## config.mk

```make
export PLATFORM = sky130hd
export DESIGN_NAME = cnn_sdiv_20s_6s_seq
export DESIGN_NICKNAME = d
export VERILOG_FILES = /design/src/rtl/cnn_div_pkg.sv /design/src/rtl/cnn_div_core_u.sv /design/src/rtl/cnn_sdiv_20s_6s_seq.sv
export SDC_FILE = /design/constraint.sdc
export NUM_CORES = 1
export LEC_CHECK = 0
export BUFFER_PORTS_ARGS = -buffer_cell sky130_fd_sc_hd__buf_2
export CORE_MARGIN = 8
export CORE_UTILIZATION = 35
export CTS_CLUSTER_DIAMETER = 120
export DETAILED_ROUTE_END_ITERATION = 10
export GPL_TIMING_DRIVEN = 0
export MAX_ROUTING_LAYER = met4
export PLACE_DENSITY_LB_ADDON = 0.1
export SKIP_LAST_GASP = 1
export SLEW_MARGIN = 10
export SYNTH_ARGS = -nofsm -noshare
export SYNTH_HDL_FRONTEND = slang
export SYNTH_HIERARCHICAL = 1
export SYNTH_SLANG_ARGS = --single-unit
```

## constraint.sdc

```tcl
create_clock -name ap_clk -period 3.75 [get_ports ap_clk]
set_input_delay 0.5625 -clock ap_clk [delete_from_list [all_inputs] [get_ports ap_clk]]
set_output_delay 0.5625 -clock ap_clk [all_outputs]
set_load 0.005 [all_outputs]
```

## src/rtl/cnn_div_pkg.sv

```systemverilog
// Shared definitions for the sequential signed divider.
//   DIVIDEND_W / DIVISOR_W / QUOT_W : operand, remainder and quotient widths
//   QMAX / QMIN                     : saturation limits of the signed quotient
//   div_state_e                     : handshake FSM state encoding
package cnn_div_pkg;

  localparam int DIVIDEND_W = 20;
  localparam int DIVISOR_W  = 6;
  localparam int QUOT_W     = 14;
  localparam int CNT_W      = $clog2(DIVIDEND_W);

  localparam int QMAX = 8191;
  localparam int QMIN = -8192;

  typedef enum logic [1:0] {
    S_IDLE = 2'd0,
    S_CALC = 2'd1,
    S_FIX  = 2'd2,
    S_DONE = 2'd3
  } div_state_e;

endpackage : cnn_div_pkg

```

## src/rtl/cnn_div_core_u.sv

```systemverilog
// Unsigned restoring divider iteration, one quotient bit per step, MSB first.
//   clk, rst_n   : clock, synchronous active-low reset
//   load_i       : capture dividend/divisor magnitudes and clear the iteration
//   step_i       : perform one restoring step
//   dividend_i   : unsigned dividend magnitude
//   divisor_i    : unsigned divisor magnitude
//   quot_o       : quotient magnitude (valid after DIVIDEND_W steps)
//   rem_o        : remainder magnitude (valid after DIVIDEND_W steps)
//   last_o       : high during the final step
module cnn_div_core_u
  import cnn_div_pkg::*;
(
  input  logic                  clk,
  input  logic                  rst_n,
  input  logic                  load_i,
  input  logic                  step_i,
  input  logic [DIVIDEND_W-1:0] dividend_i,
  input  logic [DIVISOR_W-1:0]  divisor_i,
  output logic [DIVIDEND_W-1:0] quot_o,
  output logic [DIVISOR_W-1:0]  rem_o,
  output logic                  last_o
);

  logic [DIVISOR_W-1:0]  pr_q, pr_d;
  logic [DIVIDEND_W-1:0] sh_q, sh_d;
  logic [DIVISOR_W-1:0]  dvs_q;
  logic [CNT_W-1:0]      cnt_q, cnt_d;
  logic [DIVISOR_W:0]    trial;
  logic                  ge;

  // The dividend shifts out of sh_q's MSB while quotient bits shift into its
  // LSB, so after DIVIDEND_W steps sh_q holds the quotient.
  always_comb begin
    // NOTE: every always_comb output gets a default first so no path can
    // leave it unassigned and infer a latch.
    pr_d  = pr_q;
    sh_d  = sh_q;
    cnt_d = cnt_q;
    trial = {pr_q, sh_q[DIVIDEND_W-1]};
    ge    = (trial >= {1'b0, dvs_q});
    if (step_i) begin
      pr_d  = ge ? DIVISOR_W'(trial - {1'b0, dvs_q}) : trial[DIVISOR_W-1:0];
      sh_d  = {sh_q[DIVIDEND_W-2:0], ge};
      cnt_d = cnt_q + 1'b1;
    end
  end

  always_ff @(posedge clk) begin
    // NOTE: state registers use non-blocking assignments so every flop in the
    // design samples pre-edge values, independent of block ordering.
    if (!rst_n) begin
      pr_q  <= '0;
      sh_q  <= '0;
      dvs_q <= '0;
      cnt_q <= '0;
    end else if (load_i) begin
      pr_q  <= '0;
      sh_q  <= dividend_i;
      dvs_q <= divisor_i;
      cnt_q <= '0;
    end else begin
      pr_q  <= pr_d;
      sh_q  <= sh_d;
      cnt_q <= cnt_d;
    end
  end

  assign quot_o = sh_q;
  assign rem_o  = pr_q;
  assign last_o = step_i && (cnt_q == CNT_W'(DIVIDEND_W - 1));

endmodule : cnn_div_core_u

```

## src/rtl/cnn_sdiv_20s_6s_seq.sv

```systemverilog
// Sequential signed divider: 20-bit signed dividend by 6-bit signed divisor,
// 14-bit saturating signed quotient and 6-bit signed remainder.
//   ap_clk, ap_rst_n          : clock, synchronous active-low reset
//   ap_start/ap_ready         : request; ready pulses when operands are captured
//   ap_idle/ap_done           : idle level; done pulses when results are valid
//   din0, din1                : dividend, divisor (signed)
//   quot, rem                 : quotient (truncated toward zero), remainder
//   ovf, dbz                  : quotient saturated, divide by zero
// Results and flags are held until the next completed operation.
module cnn_sdiv_20s_6s_seq
  import cnn_div_pkg::*;
(
  input  logic                         ap_clk,
  input  logic                         ap_rst_n,
  input  logic                         ap_start,
  output logic                         ap_ready,
  output logic                         ap_idle,
  output logic                         ap_done,
  input  logic signed [DIVIDEND_W-1:0] din0,
  input  logic signed [DIVISOR_W-1:0]  din1,
  output logic signed [QUOT_W-1:0]     quot,
  output logic signed [DIVISOR_W-1:0]  rem,
  output logic                         ovf,
  output logic                         dbz
);

  div_state_e state_q;
  logic       sign_n_q, sign_d_q, zero_q;

  logic [DIVIDEND_W-1:0] dvd_mag, core_quot;
  logic [DIVISOR_W-1:0]  dvs_mag, core_rem;
  logic                  core_last;

  logic signed [QUOT_W-1:0]    quot_d;
  logic signed [DIVISOR_W-1:0] rem_d;
  logic                        ovf_d;

  assign ap_idle  = (state_q == S_IDLE);
  assign ap_ready = ap_idle && ap_start;
  assign ap_done  = (state_q == S_DONE);

  // Magnitudes are unsigned, so -(-2^19) = 2^19 fits the 20-bit field.
  assign dvd_mag = din0[DIVIDEND_W-1] ? DIVIDEND_W'(-din0) : DIVIDEND_W'(din0);
  assign dvs_mag = din1[DIVISOR_W-1]  ? DIVISOR_W'(-din1)  : DIVISOR_W'(din1);

  cnn_div_core_u u_core (
    .clk        (ap_clk),
    .rst_n      (ap_rst_n),
    .load_i     (ap_ready),
    .step_i     (state_q == S_CALC),
    .dividend_i (dvd_mag),
    .divisor_i  (dvs_mag),
    .quot_o     (core_quot),
    .rem_o      (core_rem),
    .last_o     (core_last)
  );

  // Sign application and saturation. A negative quotient may reach one more
  // magnitude step than a positive one.
  always_comb begin
    quot_d = '0;
    ovf_d  = 1'b0;
    rem_d  = sign_n_q ? DIVISOR_W'(-core_rem) : core_rem;
    if (zero_q) begin
      quot_d = sign_n_q ? QUOT_W'(QMIN) : QUOT_W'(QMAX);
      rem_d  = '0;
    end else if (!(sign_n_q ^ sign_d_q)) begin
      if (core_quot > DIVIDEND_W'(QMAX)) begin
        quot_d = QUOT_W'(QMAX);
        ovf_d  = 1'b1;
      end else begin
        quot_d = core_quot[QUOT_W-1:0];
      end
    end else begin
      if (core_quot > DIVIDEND_W'(-QMIN)) begin
        quot_d = QUOT_W'(QMIN);
        ovf_d  = 1'b1;
      end else begin
        quot_d = QUOT_W'(-core_quot[QUOT_W-1:0]);
      end
    end
  end

  always_ff @(posedge ap_clk) begin
    if (!ap_rst_n) begin
      state_q  <= S_IDLE;
      sign_n_q <= 1'b0;
      sign_d_q <= 1'b0;
      zero_q   <= 1'b0;
      quot     <= '0;
      rem      <= '0;
      ovf      <= 1'b0;
      dbz      <= 1'b0;
    end else begin
      case (state_q)
        S_IDLE: begin
          if (ap_start) begin
            sign_n_q <= din0[DIVIDEND_W-1];
            sign_d_q <= din1[DIVISOR_W-1];
            zero_q   <= (din1 == '0);
            state_q  <= S_CALC;
          end
        end
        S_CALC: begin
          if (core_last) state_q <= S_FIX;
        end
        S_FIX: begin
          quot    <= quot_d;
          rem     <= rem_d;
          ovf     <= ovf_d;
          dbz     <= zero_q;
          state_q <= S_DONE;
        end
        default: state_q <= S_IDLE;
      endcase
    end
  end

endmodule : cnn_sdiv_20s_6s_seq

```

==> After elaboration in Yosys (flattened, before gate mapping) <==
Cells that the tools add are included.
{ "word_totals": {"register_bits": 64, "input_bits": 29, "output_inout_bits": 25, "elab_cells": 56} }
{ "op_classes": {"addsub": 6, "n_lt_le_gt_ge": 3, "eq_ne": 6, "mux": 19, "bitwise_logic": 2, "n_reduce_logical": 8} }
{ "op_table": {"columns": ["cell", "n"], "rows": [
  ["14-bit 2-to-1 mux", 5],
  ["20-bit 2-to-1 mux", 3],
  ["6-bit 2-to-1 mux", 4],
  ["20-bit by 13-bit > comparator with 1-bit output (second input constant)", 1],
  ["20-bit by 14-bit > comparator with 1-bit output (second input constant)", 1],
  ["20-bit negator", 1],
  ["14-bit negator", 1],
  ["6-bit negator", 2],
  ["7-bit by 6-bit greater-or-equal comparator with 1-bit output", 1],
  ["6-bit logical NOT", 1],
  ["2-bit case mux with 3 select lines", 1],
  ["6-bit subtractor", 1],
  ["5-bit by 1-bit adder with 5-bit output (second input constant)", 1],
  ["5-bit == test (second input constant)", 1],
  ["2-bit == test (second input constant)", 2],
  ["1-bit 2-to-1 mux", 4],
  ["2-bit 2-to-1 mux", 2],
  ["2-bit != test (second input constant)", 2],
  ["2-bit AND reduction", 2],
  ["2-bit by 1-bit == test with 1-bit output (second input constant)", 1],
  ["1-bit logical AND", 2],
  ["2-bit logical NOT", 1],
  ["2-bit nonzero test", 1],
  ["2-bit OR reduction", 1],
  ["2 further kinds", 2]
]} }

==> Logic depth before layout (Yosys ltp) <==
{ "depth": {"word_depth": 4, "ltp_mapped": 10, "depth_no_buf": 10} }

==> By module <==
The synthesis kept the hierarchy.
{ "by_module_without_submodules": {"columns": ["module", "instances", "cells_per_inst", "area_each_um2", "seq_area_each_um2"], "rows": [
  ["cnn_sdiv_20s_6s_seq", 1, 290, 2180.8, 540.5],
  ["cnn_div_core_u", 1, 225, 1958.1, 740.7]
]} }

==> Worst setup path before layout <==
Ideal clock, no wire load.
{ "synth_timing": {"path_type": "in2reg", "start": "input port din0[1]", "end": "register u_core.sh_q[18], in the netlist u_core/quot_o[18]", "setup_time_ns": 0.115, "arrival_time_ns": 2.518, "required_ns": 3.635, "setup_slack_ns": 1.117, "path_stages": 10, "n_path_buf": 0, "cell_sequence": "inv_1 > ha_1 > or3b_2 > or3_1 > or4_1 > o21ai_1 > xnor2_1 > nand2_1 > o21ai_0 > and2_1"} }
{ "synth_between": {"elab_chain_len": 3} }
{ "synth_lines": {"columns": ["item", "line_no", "text"], "rows": [
  ["start, declared", "cnn_sdiv_20s_6s_seq.sv:19", "input logic signed [DIVIDEND_W-1:0] din0,"],
  ["20-bit negator", "cnn_sdiv_20s_6s_seq.sv:43", "assign dvd_mag = din0[DIVIDEND_W-1] ? DIVIDEND_W'(-din0) : DIVIDEND_W'(din0);"],
  ["20-bit 2-to-1 mux", "cnn_sdiv_20s_6s_seq.sv:43", null],
  ["named net dvd_mag[18]", "cnn_sdiv_20s_6s_seq.sv:30", "logic [DIVIDEND_W-1:0] dvd_mag, core_quot;"],
  ["20-bit 2-to-1 mux", "cnn_div_core_u.sv:56", "end else if (load_i) begin"],
  ["end signal, assigned", "cnn_div_core_u.sv:58", "sh_q <= dividend_i;"],
  ["end, declared", "cnn_div_core_u.sv:25", "logic [DIVIDEND_W-1:0] sh_q, sh_d;"]
]} }
The timed path passes the listed nets, and every way through them passes these cells.
A chain may end at the register's enable or synchronous reset.

==> Final worst setup path <==
{ "layout_timing": {"start": "input port din0[0]", "end": "register u_core.sh_q[18], in the netlist u_core/quot_o[18]"} }
The elaborated chain is that of the path after synthesis.

==> results by group <==
Drt
  • Via count: 3720
  • Antenna Nets Post-Route: 0
  • Final wirelength: 10800 µm
  • DRT Pass-1 Iters: 4
  • DRT iter0 DRCs: 169
  • # DRC: 0
  • Via/cell ratio: 5.12
  • Routed wire length per instance: 14.9 µm

Critical path
  • Critical Path RT: 3.97 ns
  • Setup CP Type: in2reg
  • Crit path arrival time: 2.84 ns
  • Worst-path fanout max: 4
  • CP endpoint kind: flip-flop
  • Crit start category: input port

Final layout
  • Design Area, Final: 0.00486 mm²
  • Final nets: 626
  • Multi-input logic area: 0.00265 mm²
  • Fin util: 42.3%
  • P&R area growth vs syn: 17.3%
  • Final non-filler cell total: 726
  • Share of cells above drive strength 1: 14.4%
  • ANT cells: 0
  • Register Area: 0.00128 mm²
  • FILL cells: 1182

Power
  • Switch share: 40.9%
  • P_leak: 1.98 nW
  • Gate power share: 48.4%
  • Power per standard cell area: 690 mW/mm²
  • Int Power: 1.98 mW
  • Worst vdd ir: 0.280 mV
  • Flop pwr share: 28.8%
  • P_sw: 1.37 mW
  • Clock share of power: 22.8%
  • Power, Total: 3.35 mW

STA
  • Unrepaired setup endpoints after global routing: no
  • Final Max Tran Viols: 0
  • Final setup margin: 1.14 ns
  • # setup viols final: 0
  • Total negative slack: 0 ns
  • Relative slew slack: 46.9%
  • Highest Clock Rate: 383 MHz
  • Slew @ Worst Pin: 0.791 ns
  • Final worst path period need: 2.61 ns
  • Final period utilization: 69.7%
  • Final hold vios: 0
  • Hold slack final: 0.457 ns
  • Setup Skew: 0.00659 ns

Floorplanning
  • Die Span Y: 125 µm
  • Die area: 0.0156 mm²
  • IO Count: 54
  • FP Rows: 39
  • Initial core utilization: 36.1%
  • CORE AREA: 0.0115 mm²
  • Die W: 125 µm

Clocking
  • TritonCTS clock tree: built
  • CTS Root Cell: clkbuf_16
  • CTS Buf Count: 9
  • Cts hold-fix bufs: 0
  • Clk_lat worst skew: 0.33 ns
  • Post-cts sizing count: 0
  • Clk sinks: 64
  • Post-CTS Setup Inserts: 0
  • Max H-tree Level: 3
  • Worst-path clk slew: 0.05 ns
  • Clock Tree Buf Depth: 2

Logic synthesis
  • Post-synth ARST share: 0%
  • Yosys Warn Count: 6
  • Leading area contributor after synthesis: dfxtp_1
  • Area contributors post-synth: dfxtp_1 (31%), mux2i_1 (8.2%), xnor2_1 (5.7%)
  • Synth Area per Inst: 8.04 µm²
  • Synth top cells by count: dfxtp_1 (64), nand2_1 (51), o21ai_0 (46)
  • EDFF count, synth: 0
  • Synth Net Count: 562
  • Mapped Area: 0.00414 mm²
  • Sequential element share of the synthesized area: 31.0%
  • Ys flop type: dfxtp_1
  • Synth Instances: 515
  • Distinct cells, synth: 54
  • Flip-flop and latch count after synthesis: 64
  • Top-area cell type share of the netlist area: 31.0%
  • Most common cell in the netlist: dfxtp_1

Global route
  • Initial antenna violation count: 0
  • First-pass GRT wire length: 18100 µm
  • Vias in the first global route: 3595
  • GR Overflow Total: 0
  • Tot GR Track Use: 14.4%
  • Largest net degree at the start of global routing: 19

Place
  • DP Worst Slack: 0.783 ns
  • Post-Place Cells: 711
  • Post-DP Area: 0.00458 mm²
  • Port bufs: 53
  • Dpl hpwl: 8420 µm
  • RD Place Congestion: 0.843

Status
  • Status: completed

Worst hold path
  • Hold Path Class: reg2reg

Flow run
  • MaxCap Viol Count: 0
[worst max-delay path: stages]
cell and delay (ns):
buf_2 0.13, inv_1 0.06, ha_1 0.15, or3b_2 0.49, or3_1 0.42, or4_1 0.45, o21ai_1 0.18, xnor2_1 0.08
nand2_1 0.08, o21ai_0 0.07, and2_1 0.16
[area by class of cell]
type,instances,share of cell area [%]
multi-input combinational,399,54.5
sequential,64,26.4
timing repair buffer,53,5.46
clock buffer,11,5.20
tap,143,3.68
buffer,25,2.22
inverter,27,2.09
clock inverter,4,0.412
[power by group through the flow]
stage / clock (mW) / combinational (mW) / sequential [mW]
floorplan: 0 / 1.26 / 0.933
global placement: 0 / 1.62 / 0.974
CTS: 0.786 / 1.63 / 0.963
detailed placement: 0 / 1.63 / 0.977
finish: 0.764 / 1.62 / 0.965
global route: 0.816 / 1.82 / 0.988
[worst paths after layout]
check	from	end	slack, ns	depth (start not counted)
worst max register to register	u_core/quot_o[0]	quot[1]	1.20	7
worst min register to register	dbz	dbz	0.46	2
worst min-delay path	dbz	dbz	0.46	2
worst max-delay path	din0[0]	u_core/quot_o[18]	1.14	11
[cell families after synthesis]
kind of cell / Yosys count / share of synthesized area, %
simple gates: 174 / 21.3
compound gates: 133 / 20.3
flops: 64 / 31.0
buf+inv: 52 / 5.05
xor+xnor: 39 / 8.25
mux: 35 / 8.49
fa+ha+maj: 18 / 5.62
[cell usage in the layout (no fill, tap or decap), types with 3 or more instances in the layout]
cell type and instances:
a211oi_1 10, o21ai_0 46, a31oi_1 7, nand4_1 4, a21o_1 10, or3_1 3
nand2b_1 7, clkbuf_16 9, or4_1 4, clkbuf_1 18, o211ai_1 4, clkinv_2 4
ha_1 17, nor2_1 42, o21a_1 7, mux2i_1 34, buf_2 58, a22oi_1 6
xor2_1 12, nand2_1 51, and2_1 19, dfxtp_1 64, nor2b_1 9, inv_1 27
xnor2_1 27, nand3_1 9, o31ai_1 7, nor4_1 3, nor3_1 9, a21oi_1 22
[per-layer routing]
layer	routed length, µm	global-route usage [%]
met3	382	3.28
met2	4700	21.3
met4	131	5.10
met1	5580	18.6
met5	0	-
[registers in the layout (all words and copies together) (netlist names)]
| name | cells |
|---|---|
| dbz | 1 |
| sign_n_q | 1 |
| u_core/dvs_q | 6 |
| state_q | 2 |
| u_core/rem_o | 6 |
| rem | 6 |
| sign_d_q | 1 |
| zero_q | 1 |
| u_core/cnt_q | 5 |
| ovf | 1 |
| u_core/quot_o | 20 |
| quot | 14 |
(Power assumes the default switching activity.)
